<file path="src/rtl/tag_flush_ctrl_pkg.sv">
// ============================================================================
// Module  : tag_flush_ctrl_pkg
// Brief   : Shared cache-bank definitions: tag-sequencer state encoding and
//           line-select width derivation, reused by the tag/data access blocks.
// Revision: 1.0
// ============================================================================
`default_nettype none

package tag_flush_ctrl_pkg;

   localparam logic [0:0] ST_IDLE  = 1'b0;
   localparam logic [0:0] ST_FLUSH = 1'b1;

   function automatic int line_select_bits(input int lines);
      return $clog2(lines);
   endfunction

endpackage

`default_nettype wire

</file>
<file path="src/rtl/tag_flush_ctrl.sv">
// ============================================================================
// Module  : tag_flush_ctrl
// Brief   : Tag-store port sequencer: flush walker plus fill > flush > lookup
//           arbitration onto the single tag-store port of one cache bank.
// Revision: 1.0
// ============================================================================
`default_nettype none

module tag_flush_ctrl
   import tag_flush_ctrl_pkg::*;
#(
   parameter int LINES_PER_BANK  = 64,
   parameter int LINE_ADDR_WIDTH = 26
) (
   input  logic                       clk,
   input  logic                       reset,
   input  logic                       stall,
   input  logic                       flush_valid,
   output logic                       flush_ready,
   input  logic                       fill_valid,
   input  logic [LINE_ADDR_WIDTH-1:0] fill_addr,
   output logic                       fill_ready,
   input  logic                       lookup_valid,
   input  logic [LINE_ADDR_WIDTH-1:0] lookup_addr,
   output logic                       lookup_ready,
   output logic                       tag_lookup,
   output logic                       tag_fill,
   output logic                       tag_is_flush,
   output logic [LINE_ADDR_WIDTH-1:0] tag_addr,
   output logic                       busy,
   output logic                       flush_done
);

   localparam int LINE_SELECT_BITS = line_select_bits(LINES_PER_BANK);
   localparam logic [LINE_SELECT_BITS-1:0] c_LAST_LINE = LINE_SELECT_BITS'(LINES_PER_BANK - 1);

   logic [0:0]                  state_q, state_d;
   logic [LINE_SELECT_BITS-1:0] cnt_q, cnt_d;
   logic                        flush_done_q, flush_done_d;
   logic [LINE_ADDR_WIDTH-1:0]  w_cnt_ext;

   always_comb begin
      state_d      = state_q;
      cnt_d        = cnt_q;
      flush_done_d = 1'b0;
      flush_ready  = 1'b0;
      fill_ready   = 1'b0;
      lookup_ready = 1'b0;
      tag_lookup   = 1'b0;
      tag_fill     = 1'b0;
      tag_is_flush = 1'b0;
      busy         = 1'b0;
      tag_addr     = lookup_addr;
      w_cnt_ext    = '0;
      w_cnt_ext[LINE_SELECT_BITS-1:0] = cnt_q;

      // Reset gates the port combinationally so nothing reaches the tag store.
      if (reset) begin
         busy     = 1'b1;
         tag_addr = '0;
      end else begin
         case (state_q)
            ST_FLUSH: begin
               busy     = 1'b1;
               tag_addr = w_cnt_ext;
               if (!stall) begin
                  tag_fill     = 1'b1;
                  tag_is_flush = 1'b1;
                  cnt_d        = cnt_q + LINE_SELECT_BITS'(1);
                  if (cnt_q == c_LAST_LINE) begin
                     state_d      = ST_IDLE;
                     flush_done_d = 1'b1;
                  end
               end
            end
            default: begin
               fill_ready   = !stall && fill_valid;
               flush_ready  = !stall && flush_valid && !fill_valid;
               lookup_ready = !stall && lookup_valid && !fill_valid && !flush_valid;
               tag_fill     = fill_ready;
               tag_lookup   = lookup_ready;
               if (fill_ready) begin
                  tag_addr = fill_addr;
               end
               if (flush_ready) begin
                  state_d = ST_FLUSH;
                  cnt_d   = '0;
               end
            end
         endcase
      end
   end

   always_ff @(posedge clk or posedge reset) begin
      if (reset) begin
         state_q      <= ST_FLUSH;
         cnt_q        <= '0;
         flush_done_q <= 1'b0;
      end else begin
         state_q      <= state_d;
         cnt_q        <= cnt_d;
         flush_done_q <= flush_done_d;
      end
   end

   assign flush_done = flush_done_q;

endmodule

`default_nettype wire

</file>
<file path="config.mk">
export PLATFORM = sky130hd
export DESIGN_NAME = tag_flush_ctrl
export DESIGN_NICKNAME = d
export VERILOG_FILES = /design/src/rtl/tag_flush_ctrl_pkg.sv /design/src/rtl/tag_flush_ctrl.sv
export SDC_FILE = /design/constraint.sdc
export NUM_CORES = 1
export LEC_CHECK = 0
export BUFFER_PORTS_ARGS = -buffer_cell sky130_fd_sc_hd__buf_2
export CAP_MARGIN = 20
export CORE_UTILIZATION = 38
export CTS_BUF_LIST = sky130_fd_sc_hd__clkbuf_8
export CTS_CLUSTER_DIAMETER = 50
export DETAILED_ROUTE_END_ITERATION = 10
export GPL_TIMING_DRIVEN = 1
export PLACE_DENSITY = 0.86
export SETUP_SLACK_MARGIN = 0.4
export SLEW_MARGIN = 10
export SYNTH_ARGS = -nofsm -noshare
export SYNTH_HDL_FRONTEND = slang
export SYNTH_SLANG_ARGS = --single-unit
</file>
<file path="constraint.sdc">
create_clock -name clk -period 4.4 [get_ports clk]
set_input_delay 0 -clock clk [delete_from_list [all_inputs] [get_ports clk]]
set_output_delay 0 -clock clk [all_outputs]
set_load 0.03 [all_outputs]
</file>
# == Word level (Yosys, flattened, before mapping) ==
# Index checks and enable logic that the tools add are counted.
# classes
add_sub_neg,1
n_eq_ne,2
muxes,27
n_bitwise,1
n_reduce_logical,11
# ops
cell,n
$mux W26,3
$mux W1,21
$mux W6,3
$add A6 B1 Y6 const B,1
$eq A6 B6 Y1 const B,1
$logic_and A1 B1 Y1,6
$logic_not A1 Y1,3
$reduce_and A3 Y1,1
$ne A2 B2 Y1 const B,1
$reduce_bool A2 Y1,1
$not A1 Y1,1
# totals
regBits,8
in_bits,58

# == Longest topological paths before layout ==
# Gate-level depths: netlist of the first run.
# depth
word_depth,6
mapped_depth,6
mapped_depth_nobuf,4

# == Least setup slack after synthesis of the first run ==
# OpenSTA, ideal clock, no wires.
# synth_path
path_type,reg-to-output
start,register state_q
end,output port tag_lookup
arrival_time_ns,2.075
setup_slack_ns,2.325
stages_incl_launch_ff,4
n_path_buf,1
path_cell_list,dfstp_2 > or4_2 > nor3b_1 > buf_4
# synth_between
elab_chain_cells,2
# synth_rtl
item,line,rtl
"start, declared",tag_flush_ctrl.sv:37,"logic [0:0] state_q, state_d;"
"start signal, assigned",tag_flush_ctrl.sv:100,state_q <= state_d;
$mux W1 (2 in series),-,
"end, declared",tag_flush_ctrl.sv:26,"output logic tag_lookup,"
# No other way between the ends.

# == Worst setup path after layout of the first run ==
# layout_path
start,input port reset
end,output port tag_addr[25]
# layout_between
elab_chain_cells,1
# layout_rtl
item,line,rtl
"start, declared",tag_flush_ctrl.sv:16,"input logic reset,"
$mux W26,tag_flush_ctrl.sv:58,if (reset) begin
"end, declared",tag_flush_ctrl.sv:29,"output logic [LINE_ADDR_WIDTH-1:0] tag_addr,"
# No other way between the ends.

==> out/qor.tcl, run 1 <==
set qor(num_antenna_cells) 0
set qor(arrival_ns) 2.01
set qor(synth.cell_area_sq_um) 822
set qor(synthesis.nets) 157
set qor(fin_crit_sh) 0.457
set qor(final_antenna_net_count) 0
set qor(finish.net_count) 246
set qor(cts_num_sinks) 8
set qor(final_hold_viol_count) 0
set qor(path_depth) 6
set qor(critPathTopFamily) {buffers and inverters}
set qor(grt_start_max_net_pins) 21
set qor(synth_area_leaders) {sky130_fd_sc_hd__dfrtp_1 21%, sky130_fd_sc_hd__a22o_1 20%, sky130_fd_sc_hd__mux2i_1 12%, sky130_fd_sc_hd__a211oi_1 5.5%, sky130_fd_sc_hd__nor2_1 4.1%}
set qor(rows) 16
set qor(last_weighted_congestion_value_of_the_routability_driven_placer) 0.907
set qor(cts_inserted_buffers) 3
set qor(hold_slack_ns) 0.162
set qor(synthDominantAreaCellType) {sky130_fd_sc_hd__dfrtp_1}
set qor(route.detailed.vias_per_inst) 5.27
set qor(timing.setup.tns_ns) 0
set qor(leakage_nw) 0.796
set qor(worstSkewPairLatency_ns) 0.23
set qor(critPathMaxFanout) 20
set qor(critPathSlowestCell) {sky130_fd_sc_hd__and3_1}
set qor(yosys_register_bits) 8
set qor(drc_errors) 0
set qor(coreArea_sq_mm) 0.00200
set qor(cts_setup_buffers) 0
set qor(relSlewSlack) 0.569
set qor(gr-usage-all-layers) 0.240
set qor(clock_skew_ns) 0.00306
set qor(yosys_warnings) 0
set qor(timing.reg2reg.worst_path_depth) 3
set qor(grt_pass1_vias) 1067
set qor(detail_route.iter0.violations) 24
set qor(place_worst_setup_slack_ns) 2.38
set qor(cts.reportedPaths.clkPinSlew_ns) 0.04
set qor(hold-path-cell-count) 4
set qor(worst_hold_path_type) {in2reg}
set qor(synth_cell_types) 33
set qor(num_vias) 1122
set qor(timing.setup.critical_path_class) {in2out}
set qor(synth_ff_type) {sky130_fd_sc_hd__dfrtp_1}
set qor(clock_tree_from_tritoncts) {done}
set qor(vdd.ir_drop.worst_mv) 0.229
set qor(drv_slew) 0
set qor(critPathLaunchType) {input pin}
set qor(synth_top_cells_by_count) {19 x sky130_fd_sc_hd__a22o_1, 10 x sky130_fd_sc_hd__mux2i_1, 9 x sky130_fd_sc_hd__nor2_1, 7 x sky130_fd_sc_hd__dfrtp_1}
set qor(min_period_ns) 2.01
set qor(final_worst_slack_ns) 2.39
set qor(detailedPlacementHpwl_mm) 2.24
set qor(async_reset_ff_frac) 1.00
set qor(first_pass_iters) 4
set qor(cts-root-to-sink-buffers) 2
set qor(dieHeight_um) 48.5
set qor(cpMostUsedCell) {sky130_fd_sc_hd__buf_2}
set qor(power.density_cell_area_mw_per_mm2) 344
set qor(wl_per_cell_um) 13.5
set qor(number_of_enable_type_register_cells_in_the_synthesized_netlist) 0
set qor(netlist.area_leader.share) 0.213
set qor(timing.critical_path.slowest_cell_delay_ns) 0.62
set qor(timing_worst_slew_pin_value_ns) 0.647
set qor(seq_area_frac_synth) 0.245
set qor(flow.area_growth_from_synthesis_pct) 61.2
set qor(post_route_cells_drive_above_1_share) 0.543
set qor(port_buffers) 91
set qor(timing.critical_path.cells) {dlygate4sd3_1 -> buf_2 -> nor2_1 -> and3_1 -> a22o_1 -> buf_2}
set qor(yosys.cell_count.top_type) {sky130_fd_sc_hd__a22o_1}
set qor(synthCells) 98
set qor(clockRootBuffer) {sky130_fd_sc_hd__clkbuf_8}
set qor(run_status) {complete, no violations}
set qor(grt_remaining_overflow) 0
set qor(grt_pass1_wl_mm) 4.58
set qor(filler_cell_count) 178
set qor(setup_viol) 0
set qor(io_pins) 92
set qor(endpoint_kind) {primary output}
set qor(antenna_found_initial) 0
set qor(synth.avg_cell_area_sq_um) 8.39
set qor(totalWireLength_mm) 2.87
set qor(post_cts_resized) 0
set qor(cp.buffers_inverters) 3
set qor(start_util) 0.411
set qor(layout.core_utilization) 0.662
set qor(rsz0062_at_grt) {false}
set qor(cp_data_required_time_ns) 4.40
set qor(max_cap_violations) 0
set qor(die_w_um) 48.5
set qor(power.total_uw) 456
set qor(clock.fmax_mhz) 497
set qor(htree_num_levels) 1
set qor(design.die.area_sq_mm) 0.00235
-- state kept, by name (all words and copies together), names as in the netlist --
register and flops:
cnt_q 6, state_q 1, flush_done 1
-- final cells by class --
cell class                 instances  area (sq um)  share of cell area
sequential                         8           201               0.152
tap                               27          33.8              0.0255
multi-input combinational         75           549               0.415
inverter                           6          22.5              0.0170
clock buffer                       3          41.3              0.0312
clock inverter                     1          3.75             0.00283
timing repair buffer              93           473               0.357
-- power by group --
| part | internal, mW | total (mW) | switching [mW] |
|---|---|---|---|
| Sequential | 0.0974 | 0.127 | 0.0293 |
| Combinational | 0.0925 | 0.240 | 0.148 |
| Clock | 0.0604 | 0.0890 | 0.0286 |
-- worst register-to-register path, cell delays in order (launching register included) --
cell                      delay, ns
sky130_fd_sc_hd__dfstp_2       0.57
sky130_fd_sc_hd__or3b_1        0.49
sky130_fd_sc_hd__or3_1         0.41
sky130_fd_sc_hd__a21oi_2       0.14
-- final timing paths --
| kind | start | to | slack (ns) |
|---|---|---|---|
| hold reg to reg | cnt_q[0]$_DFFE_PP0P_ | cnt_q[0]$_DFFE_PP0P_ | 0.55 |
| setup / recovery | reset | tag_addr[25] | 2.39 |
| min in group asynchronous | reset | cnt_q[4]$_DFFE_PP0P_ | 0.37 |
| hold / removal | flush_valid | cnt_q[3]$_DFFE_PP0P_ | 0.16 |
| setup reg to reg | state_q$_DFFE_PP1N_ | cnt_q[3]$_DFFE_PP0P_ | 2.73 |
| max in group asynchronous | reset | state_q$_DFFE_PP1N_ | 3.74 |
-- cell families after synthesis --
group,synth area share
AO/OA/AOI/OAI,0.339
AND/OR/NAND/NOR,0.192
buffers and inverters,0.0867
multiplexers,0.122
flip-flops,0.245
adder cells (fa/ha/maj),0.0152
-- cell usage in the layout (no fill, tap or decap), drive strengths merged, types with 2 or more instances in the layout --
| master | instances |
|---|---|
| buf | 92 |
| nand2 | 2 |
| inv | 7 |
| nor3 | 2 |
| o21ai | 4 |
| clkbuf | 3 |
| a22o | 19 |
| nand2b | 2 |
| mux2i | 10 |
| nor2 | 10 |
| nand3 | 2 |
| dfrtp | 7 |
| a211oi | 6 |
| and3 | 2 |
| nor2b | 2 |
-- what timing repair did --
| action | in CTS | in global routing |
|---|---|---|
| endpoints found under the setup margin | 0 | 0 |
| endpoints found under the hold margin | 7 | 0 |
| hold buffers | 1 | 0 |
-- through the flow --
step,cells,instance area [sq um]
global route,213,1330
global placement,207,1260
CTS,212,1320
floorplan,98,822
finish,213,1330
detailed placement,207,1260
-- per-layer routing --
layer	vias up	wire (um)	part of all wire	GRT usage
li1	546	-	-	-
met1	514	1090	0.38	0.257
met2	58	1500	0.52	0.453
met3	4	242	0.084	0.0566
met4	0	34	0.012	0.0882
met5	-	0	0	0
No activity file was read; power rests on OpenSTA's default activity.
==> inputs of run 2 (changes only) <==
ABC_AREA = 1   (was unset)
CORE_UTILIZATION = 34   (was 38)
PLACE_DENSITY = 0.76   (was 0.86)
clock period = 1.8 ns   (was 4.4 ns; I/O delays follow)
==> run 2 against run 1 <==
- final cell count up 42%
- via count rose by 28%
- die area increased by 27%
- worst hold slack worse by 0.089 ns
- wire length rose by 23%
- critical path depth did not move
- area after synthesis rose by 14%
- global-route usage increased by 0.23 points
- largest power group unchanged
- highest routed layer unchanged
==> out/qor.tcl, run 2 <==
set qor(timing.setup.tns_ns) 0 ;# unchanged
set qor(largest_register_ff_count) 6 ;# unchanged
set qor(flow.area_growth_from_synthesis_pct) 81.8 ;# was 61.2%
set qor(vdd.ir_drop.worst_mv) 0.621 ;# was 0.229 mV
set qor(post-route-cell-area_sq_mm) 0.00171 ;# was 0.00133 sq mm
set qor(min_period_ns) 1.45
set qor(timing_worst_slew_pin_value_ns) 0.340 ;# was 0.647 ns
set qor(cts-root-to-sink-buffers) 2 ;# unchanged
set qor(design.die.area_sq_mm) 0.00298 ;# was 0.00235 sq mm
set qor(detailed_place.area_sq_mm) 0.00140 ;# was 0.00126 sq mm
set qor(synth_ff_type) {sky130_fd_sc_hd__dfrtp_1} ;# unchanged
set qor(totalWireLength_mm) 3.53 ;# was 2.87 mm
set qor(grt_start_max_net_pins) 12 ;# was 21
set qor(synth_cell_types) 21 ;# was 33
set qor(critPathLaunchType) {register} ;# was input pin
set qor(max_cap_violations) 0 ;# unchanged
set qor(reg2reg_from) {state_q$_DFFE_PP1N_} ;# unchanged
set qor(async_reset_ff_frac) 1.00 ;# unchanged
set qor(setup_viol) 0 ;# unchanged
set qor(timing.setup.critical_path_class) {reg2out} ;# was in2out
set qor(route.detailed.vias_per_inst) 4.76 ;# was 5.27
set qor(run_status) {complete, no violations} ;# unchanged
set qor(area.sequential_sq_um) 201 ;# unchanged
set qor(num_antenna_cells) 0 ;# unchanged
set qor(rsz0062_at_grt) {true} ;# was false
set qor(die_w_um) 54.6 ;# was 48.5 um
set qor(critPathTopFamily) {flip-flops} ;# was buffers and inverters
set qor(grt_remaining_overflow) 0 ;# unchanged
set qor(synth_area_leaders) {sky130_fd_sc_hd__nand2_1 39%, sky130_fd_sc_hd__dfrtp_1 19%, sky130_fd_sc_hd__nand3_1 9.6%, sky130_fd_sc_hd__inv_1 5.6%, sky130_fd_sc_hd__buf_6 3.6%} ;# was sky130_fd_sc_hd__dfrtp_1 21%, sky130_fd_sc_hd__a22o_1 20%, sky130_fd_sc_hd__mux2i_1 12%, sky130_fd_sc_hd__a211oi_1 5.5%, sky130_fd_sc_hd__nor2_1 4.1%
set qor(routed-wl-met2_mm) 1.87 ;# was 1.50 mm
set qor(clock_skew_ns) 0.000511 ;# was 0.00306 ns
set qor(synthDominantAreaCellType) {sky130_fd_sc_hd__nand2_1} ;# was sky130_fd_sc_hd__dfrtp_1
set qor(endpoint_kind) {primary output} ;# unchanged
set qor(yosys.cell_count.top_type) {sky130_fd_sc_hd__nand2_1} ;# was sky130_fd_sc_hd__a22o_1
set qor(timing.reg2reg.worst_path_depth) 6 ;# was 3
set qor(critPathMaxFanout) 6 ;# was 20
set qor(worstSkewPairLatency_ns) 0.23 ;# about the same
set qor(htree_num_levels) 1 ;# unchanged
set qor(worstSetupStartpoint) {state_q$_DFFE_PP1N_} ;# was reset
set qor(last_weighted_congestion_value_of_the_routability_driven_placer) 0.881 ;# was 0.907
set qor(start_util) 0.369 ;# was 0.411
set qor(yosys_register_bits) 8 ;# unchanged
set qor(synth_top_cells_by_count) {98 x sky130_fd_sc_hd__nand2_1, 18 x sky130_fd_sc_hd__nand3_1, 14 x sky130_fd_sc_hd__inv_1, 7 x sky130_fd_sc_hd__dfrtp_1, 7 x sky130_fd_sc_hd__nor2_1} ;# was 19 x sky130_fd_sc_hd__a22o_1, 10 x sky130_fd_sc_hd__mux2i_1, 9 x sky130_fd_sc_hd__nor2_1, 7 x sky130_fd_sc_hd__dfrtp_1
set qor(drv_slew) 0 ;# unchanged
set qor(clock.fmax_mhz) 690
set qor(relSlewSlack) 0.772 ;# was 0.569
set qor(routedLengthMet1_mm) 1.31 ;# was 1.09 mm
set qor(cts.reportedPaths.clkPinSlew_ns) 0.04 ;# about the same
set qor(cts_inserted_buffers) 3 ;# unchanged
set qor(num_vias) 1439 ;# was 1122
set qor(synth.cell_area_sq_um) 940 ;# was 822 sq um
set qor(netlist.area_leader.share) 0.391 ;# was 0.213
set qor(cp-endpoint) {tag_addr[0]} ;# was tag_addr[25]
set qor(registers.top_by_ff_count) {cnt_q} ;# unchanged
set qor(dieHeight_um) 54.6 ;# was 48.5 um
set qor(met3_wirelength_um) 299 ;# was 242 um
set qor(number_of_enable_type_register_cells_in_the_synthesized_netlist) 0 ;# unchanged
set qor(timing.rr.end) {cnt_q[2]$_DFFE_PP0P_} ;# was cnt_q[3]$_DFFE_PP0P_
set qor(cts_num_sinks) 8 ;# unchanged
set qor(rows) 18 ;# was 16
set qor(detailedPlacementHpwl_mm) 2.37 ;# was 2.24 mm
set qor(critPathSlowestCell) {sky130_fd_sc_hd__dfstp_2} ;# was sky130_fd_sc_hd__and3_1
set qor(coreArea_sq_mm) 0.00254 ;# was 0.00200 sq mm
set qor(clockRootBuffer) {sky130_fd_sc_hd__clkbuf_8} ;# unchanged
set qor(arrival_ns) 1.45 ;# was 2.01 ns
set qor(synthesis.nets) 230 ;# was 157
set qor(wl_per_cell_um) 11.7 ;# was 13.5 um
set qor(fin_crit_sh) 0.806
set qor(hold_slack_ns) 0.0723 ;# was 0.162 ns
set qor(cp.buffers_inverters) 3 ;# unchanged
set qor(worst_hold_path_type) {in2async} ;# was in2reg
set qor(first_pass_iters) 4 ;# unchanged
set qor(post_route_cells_drive_above_1_share) 0.482 ;# was 0.543
set qor(timing.critical_path.cells) {inv_2 -> buf_6 -> nand2_2 -> nand2_2 -> a21oi_2 -> buf_6} ;# was dlygate4sd3_1 -> buf_2 -> nor2_1 -> and3_1 -> a22o_1 -> buf_2
set qor(grt_pass1_wl_mm) 5.15 ;# was 4.58 mm
set qor(synthCells) 171 ;# was 98
set qor(power.total_mw) 1.26 ;# was 456 uW
set qor(cp_data_required_time_ns) 1.80 ;# was 4.40 ns
set qor(finish.net_count) 332 ;# was 246
set qor(detail_route.iter0.violations) 22 ;# was 24
set qor(area_of_the_multi_input_gates_sq_um) 744 ;# was 549 sq um
set qor(r2r_setup_slack_ns) 0.49 ;# was 2.73 ns
set qor(port_buffers) 91 ;# unchanged
set qor(grt_pass1_vias) 1235 ;# was 1067
set qor(gr-usage-all-layers) 0.242 ;# was 0.240
set qor(leakage_nw) 1.05 ;# was 0.796 nW
set qor(io_pins) 92 ;# unchanged
set qor(antenna_found_initial) 0 ;# unchanged
set qor(power.density_cell_area_mw_per_mm2) 736 ;# was 344 mW/mm^2
set qor(final_antenna_net_count) 0 ;# unchanged
set qor(yosys_warnings) 0 ;# unchanged
set qor(synth.avg_cell_area_sq_um) 5.50 ;# was 8.39 sq um
set qor(timing.critical_path.slowest_cell_delay_ns) 0.60 ;# was 0.62 ns
set qor(clock_tree_from_tritoncts) {done} ;# unchanged
set qor(drc_errors) 0 ;# unchanged
set qor(filler_cell_count) 224 ;# was 178
set qor(mostFrequentLayoutCells) {91 x sky130_fd_sc_hd__nand2_1, 71 x sky130_fd_sc_hd__buf_2, 17 x sky130_fd_sc_hd__nand3_1, 17 x sky130_fd_sc_hd__buf_6, 13 x sky130_fd_sc_hd__inv_1} ;# was 91 x sky130_fd_sc_hd__buf_2, 19 x sky130_fd_sc_hd__a22o_1, 10 x sky130_fd_sc_hd__mux2i_1
set qor(layout_commonest_cell) {sky130_fd_sc_hd__nand2_1} ;# was sky130_fd_sc_hd__buf_2
set qor(route.top_layer_used) {met4} ;# unchanged
set qor(path_depth) 6 ;# unchanged
set qor(final_hold_viol_count) 0 ;# unchanged
set qor(seq_area_frac_synth) 0.214 ;# was 0.245
[run 2: changes by cell type after synthesis, moves of 5 or more]
cell | previous run | this run
sky130_fd_sc_hd__a22o_1 | 19 | 0
sky130_fd_sc_hd__inv_1 | 6 | 14
sky130_fd_sc_hd__mux2i_1 | 10 | 0
sky130_fd_sc_hd__nand2_1 | 2 | 98
sky130_fd_sc_hd__buf_2 | 5 | 0
sky130_fd_sc_hd__a211oi_1 | 6 | 0
sky130_fd_sc_hd__nand3_1 | 2 | 18
[run 2: cell type report]
class                   count  share of cell area
flip-flops and latches      8               0.118
clock inverters             1             0.00220
clock buffers               3              0.0242
multi-input cells         147               0.436
inverters                  16              0.0366
well taps                  30              0.0220
repair buffers             97               0.361
[run 2: logic make-up (layout without fill, tap and decap cells)]
logic type / count (synthesis) / in the layout / synth area share
compound gates: 4 / 4 / 0.0280
fa+ha+maj: 1 / 1 / 0.0133
buf+inv: 22 / 117 / 0.124
flops: 8 / 8 / 0.214
simple gates: 136 / 142 / 0.621
[run 2: where the power goes]
group / total (mW) / switching [mW] / internal [mW]
Sequential: 0.297 / 0.0639 / 0.234
Clock: 0.223 / 0.0750 / 0.148
Combinational: 0.737 / 0.438 / 0.298
[run 2: routing by layer]
metal / vias to the layer above / GRT usage
li1: 737 / -
met2: 62 / 0.455
met1: 633 / 0.266
met5: - / 0
met3: 7 / 0.0361
met4: 0 / 0.103
[run 2: what timing repair did]
| item | CTS | global route |
|---|---|---|
| gates cloned | 4 | 2 |
| setup buffers | 3 | 1 |
| setup endpoints to repair | 27 | 29 |
| resized for setup | 17 | 57 |
| pin swaps | 8 | 15 |
| hold endpoints to repair | 7 | 0 |
| hold buffers | 1 | 0 |
[run 2: worst min-delay path by stage]
stage                from                    to  slack (ns)  depth (start not counted)
global placement    reset  cnt_q[4]$_DFFE_PP0P_        0.11                          2
global route        reset   state_q$_DFFE_PP1N_        0.12                          2
detailed placement  reset  cnt_q[3]$_DFFE_PP0P_        0.11                          2
floorplan           reset  cnt_q[0]$_DFFE_PP0P_       -0.14                          1
CTS                 reset   state_q$_DFFE_PP1N_        0.04                          2
finish              reset   state_q$_DFFE_PP1N_        0.07                          2
[run 2: per-stage QoR]
step,instances,setup WS (ns),util
floorplan,171,0.461,-
global placement,287,0.213,0.548
detailed placement,287,0.214,0.548
CTS,299,0.360,0.610
global route,302,0.281,0.671
finish,302,0.350,0.671
